**src/rtl/bit_stuff_tx.sv**
```systemverilog
// Byte-to-serial transmitter with run-length bit stuffing.
// Each accepted byte is sent LSB first on w. After RUN_MAX identical bits
// in a row, a complementary stuff bit is inserted so the line never holds
// one level longer than RUN_MAX bits. Stuff bits take part in run tracking
// just like data bits. Run history starts afresh with every frame.
module bit_stuff_tx #(
    parameter int RUN_MAX = 3
) (
    input  logic       clk,
    input  logic       reset,
    input  logic [7:0] din,
    input  logic       din_valid,
    output logic       din_ready,
    output logic       w,
    output logic       w_valid,
    output logic       frame_done,
    output logic [1:0] state
);

    typedef enum logic [1:0] {
        IDLE  = 2'd0,
        SEND  = 2'd1,
        STUFF = 2'd2,
        DONE  = 2'd3
    } fsm_t;

    // The run counter is 3 bits wide because RUN_MAX never exceeds 7.
    localparam logic [2:0] RUN_LIM = RUN_MAX[2:0];

    fsm_t       fsm;
    logic [7:0] shreg;     // remaining data bits, bit 0 is the one on w in SEND
    logic [3:0] idx;       // number of data bits already emitted
    logic [2:0] run;       // length of the current run; 0 means no bit sent yet
    logic       last_bit;  // value of the most recently emitted bit
    logic       bit_now;
    logic [2:0] run_next;

    assign state = fsm;

    // Run length that results from emitting the current data bit.
    always_comb begin
        bit_now  = shreg[0];
        run_next = 3'd1;
        if ((run != 3'd0) && (bit_now == last_bit)) begin
            run_next = run + 3'd1;
        end
    end

    // Frame sequencer. Outputs are registered and change together with the state.
    always_ff @(posedge clk) begin
        if (reset) begin
            fsm        <= IDLE;
            shreg      <= 8'd0;
            idx        <= 4'd0;
            run        <= 3'd0;
            last_bit   <= 1'b0;
            din_ready  <= 1'b1;
            w          <= 1'b0;
            w_valid    <= 1'b0;
            frame_done <= 1'b0;
        end else begin
            case (fsm)
                IDLE: begin
                    if (din_valid) begin
                        fsm       <= SEND;
                        shreg     <= din;
                        idx       <= 4'd0;
                        run       <= 3'd0;
                        last_bit  <= 1'b0;
                        din_ready <= 1'b0;
                        w         <= din[0];
                        w_valid   <= 1'b1;
                    end
                end

                SEND: begin
                    shreg    <= {1'b0, shreg[7:1]};
                    idx      <= idx + 4'd1;
                    last_bit <= bit_now;
                    run      <= run_next;
                    if (run_next == RUN_LIM) begin
                        // Run reached the limit: force the opposite level next.
                        fsm     <= STUFF;
                        w       <= ~bit_now;
                        w_valid <= 1'b1;
                    end else if (idx == 4'd7) begin
                        fsm        <= DONE;
                        w          <= 1'b0;
                        w_valid    <= 1'b0;
                        frame_done <= 1'b1;
                    end else begin
                        w       <= shreg[1];
                        w_valid <= 1'b1;
                    end
                end

                STUFF: begin
                    // The stuff bit on w starts a new run of length one.
                    last_bit <= w;
                    run      <= 3'd1;
                    if (idx == 4'd8) begin
                        fsm        <= DONE;
                        w          <= 1'b0;
                        w_valid    <= 1'b0;
                        frame_done <= 1'b1;
                    end else begin
                        fsm     <= SEND;
                        w       <= shreg[0];
                        w_valid <= 1'b1;
                    end
                end

                DONE: begin
                    fsm        <= IDLE;
                    frame_done <= 1'b0;
                    din_ready  <= 1'b1;
                    w          <= 1'b0;
                    w_valid    <= 1'b0;
                end

                default: begin
                    fsm        <= IDLE;
                    din_ready  <= 1'b1;
                    w          <= 1'b0;
                    w_valid    <= 1'b0;
                    frame_done <= 1'b0;
                end
            endcase
        end
    end

endmodule

```
**config.mk**
```make
export PLATFORM = sky130hd
export DESIGN_NAME = bit_stuff_tx
export DESIGN_NICKNAME = d
export VERILOG_FILES = /design/src/rtl/bit_stuff_tx.sv
export SDC_FILE = /design/constraint.sdc
export NUM_CORES = 1
export LEC_CHECK = 0
export CAP_MARGIN = 20
export CORE_UTILIZATION = 53
export DETAILED_ROUTE_END_ITERATION = 6
export GPL_TIMING_DRIVEN = 0
export PLACE_DENSITY = 0.77
export SYNTH_ARGS = -nofsm -noshare
export SYNTH_HDL_FRONTEND = slang
export SYNTH_SLANG_ARGS = --single-unit
```
**constraint.sdc**
```tcl
create_clock -name clk -period 2 [get_ports clk]
set_input_delay 0.3 -clock clk [delete_from_list [all_inputs] [get_ports clk]]
set_output_delay 0.3 -clock clk [all_outputs]
set_load 0.01 [all_outputs]
```
==> results_dict.tcl, run 1 <==
set metrics [dict create \
    outcome "finished clean" \
    setup_viol 0 \
    htree_levels 1 \
    max_freq_mhz 519 \
    avgViaCountPerCell 5.76 \
    ys.flop_type "dfxtp_1" \
    vias 1095 \
    final_cell_mix "dfxtp_1, nor2_1, clkdlybuf4s50_1" \
    synthesis.nets 162 \
    synth-seq-cells 22 \
    syn_area_mm2 0.00127 \
    period_minus_slack_ns 1.93 \
    start_kind "register" \
    finalHoldViolations 0 \
    clock_latency_ns 0.31 \
    tns_ns 0 \
    fp-row-count 17 \
    boundaryPins 17 \
    drcViolationCount 0 \
    hp-class "reg2reg" \
    slew-limit-headroom 0.658 \
    end_kind "register" \
    tightest_slew_ns 0.513 \
    rsz0062_at_grt "false" \
    drt_iter0_drc 35 \
    yosysTopAreaCellShare 0.346 \
    leakage_nw 0.577 \
    synth.distinct_cells 39 \
    dr.pass1.iters 4 \
    post-route-util 0.681 \
    drt_wl_total_mm 2.52 \
    drive_gt1_frac 0.117 \
    ys_seq_area_frac 0.346 \
    grt_antenna_before_repair 0 \
    die_h_um 51.0 \
    numCtsBuffers 3 \
    layout_setup_ws_ns 0.0733 \
    syn_inst 142 \
    dp_slack_ns -0.0165 \
    antenna_left 0 \
    ir_drop_mv 0.790 \
    synth_area_leaders "dfxtp_1, ha_1, mux2i_1" \
    clk_pin_slew_ns 0.12 \
    yosys.area.top_type "dfxtp_1" \
    dpl.hpwl_mm 1.93 \
    die_area_mm2 0.00260 \
    drv_slew 0 \
    grt_max_degree 13 \
    grt_first_pass_wirelength_mm 4.22 \
    synth-async-reset-ratio 0 \
    final_common_cell "dfxtp_1" \
    fin_crit_sh 0.963 \
    powerDensity_mw_per_mm2 1260 \
    core_area_mm2 0.00223 \
    cp.required_ns 2.20 \
    worstSetupPathType "reg2reg" \
    stdcell_area_mm2 0.00152 \
    antennaDiodeCount 0 \
    cts.sinks 22 \
    finClkSkew_ns 0.00898 \
    power_mw 1.91 \
    place_area_mm2 0.00147 \
    grt_overflow 0 \
    grt_pass1_vias 1004 \
    nets 183 \
    place_congestion 0.792 \
    clock_path_buffers 2 \
    cts_root_buf "clkbuf_4" \
    synth-edff-count 0 \
    syn_to_final_growth_pct 19.4 \
    cts_tree "yes" \
    yosys_warnings 0 \
    numPortBuffers 16 \
    cts_setup_buffers 0 \
    track_usage 0.217 \
    wire_per_inst_um 13.3 \
    initial_core_util 0.570 \
    fp.dieW_um 51.0 \
    drv_cap 0 \
    crit_arrival_ns 2.13 \
    synth_area_per_cell_um2 8.97 \
    crit_fanout 4 \
]
-- repair_timing --
item,4_1_cts,5_1_grt
hold buffers,0,0
hold endpoints to repair,0,0
gates resized for setup,1,4
pin swaps,0,1
setup endpoints to repair,3,5
-- per-layer routing --
| metal | vias to the layer above | share of wire | GRT usage |
|---|---|---|---|
| met1 | 509 | 0.47 | 0.254 |
| met3 | 5 | 0.025 | 0.0357 |
| li1 | 560 | - | - |
| met5 | - | 0 | 0 |
| met4 | 0 | 0.015 | 0.0833 |
| met2 | 21 | 0.49 | 0.388 |
-- synthesized netlist by cell type, types with 2 or more instances --
library cell,count
o41ai_2,2
o21ai_0,5
nand4b_1,2
a32oi_1,2
nand2b_1,5
nand3b_1,2
a31oi_1,2
and3_1,2
a311oi_1,2
inv_1,9
buf_2,5
ha_1,9
nor3_1,2
clkbuf_1,2
nor2b_1,3
nand2_1,5
nor2_1,18
mux2i_1,8
nand3_1,3
a21oi_1,7
a211oi_1,8
dfxtp_1,22
-- through the flow --
stage	hold WS, ns	cells
detailed placement	0.457	186
CTS	0.476	190
global route	0.478	190
floorplan	0.432	142
global placement	0.443	186
finish	0.471	190
-- sequential cells by signal, indices dropped and copies added (netlist names) --
register and cells:
frame_done 1, w_valid 1, run 3, idx 4
last_bit 1, w 1, din_ready 1, shreg 8
state 2
-- logic make-up after synthesis --
kind of cell	count (synthesis)	share of synthesized area
multiplexers	10	0.0835
flip-flops	22	0.346
adder cells (fa/ha/maj)	9	0.0884
AND/OR/NAND/NOR	44	0.177
AO/OA/AOI/OAI	39	0.234
XOR/XNOR	2	0.0197
buffers and inverters	16	0.0521
-- layout make-up --
cell class	instances	area [µm²]
multi-input combinational	104	778
clock buffer	4	36.3
timing repair buffer	16	160
tap	28	35.0
buffer	7	35.0
inverter	9	33.8
fill	201	712
sequential	22	443
-- where the power goes --
| group | internal (mW) | total [mW] | switching (mW) |
|---|---|---|---|
| combinational | 0.442 | 0.984 | 0.542 |
| sequential | 0.576 | 0.683 | 0.107 |
| clock | 0.111 | 0.246 | 0.134 |
| total | 1.13 | 1.91 | 0.783 |
-- worst max-delay path, cell delays in order, from the launching register on --
cell and delay [ns]:
dfxtp_1 0.36, inv_1 0.08, ha_1 0.14, nor2b_1 0.40, nor4_4 0.12, o41ai_2 0.36, mux2_1 0.35
-- worst paths after layout --
path / from / cells after the start / slack [ns] / to
worst min-delay path: shreg[7] / 2 / 0.47 / shreg[7]
worst max register to register: run[0] / 6 / 0.07 / frame_done
worst min register to register: shreg[7] / 2 / 0.47 / shreg[7]
worst max-delay path: run[0] / 6 / 0.07 / frame_done
Note: power is estimated with default switching activity, not from simulation.
==> run 2: changes to the inputs <==
CTS_CLUSTER_SIZE = 28   (was unset)
==> results of run 2 <==
The final DEF is identical to that of run 1; final timing and power are the same.
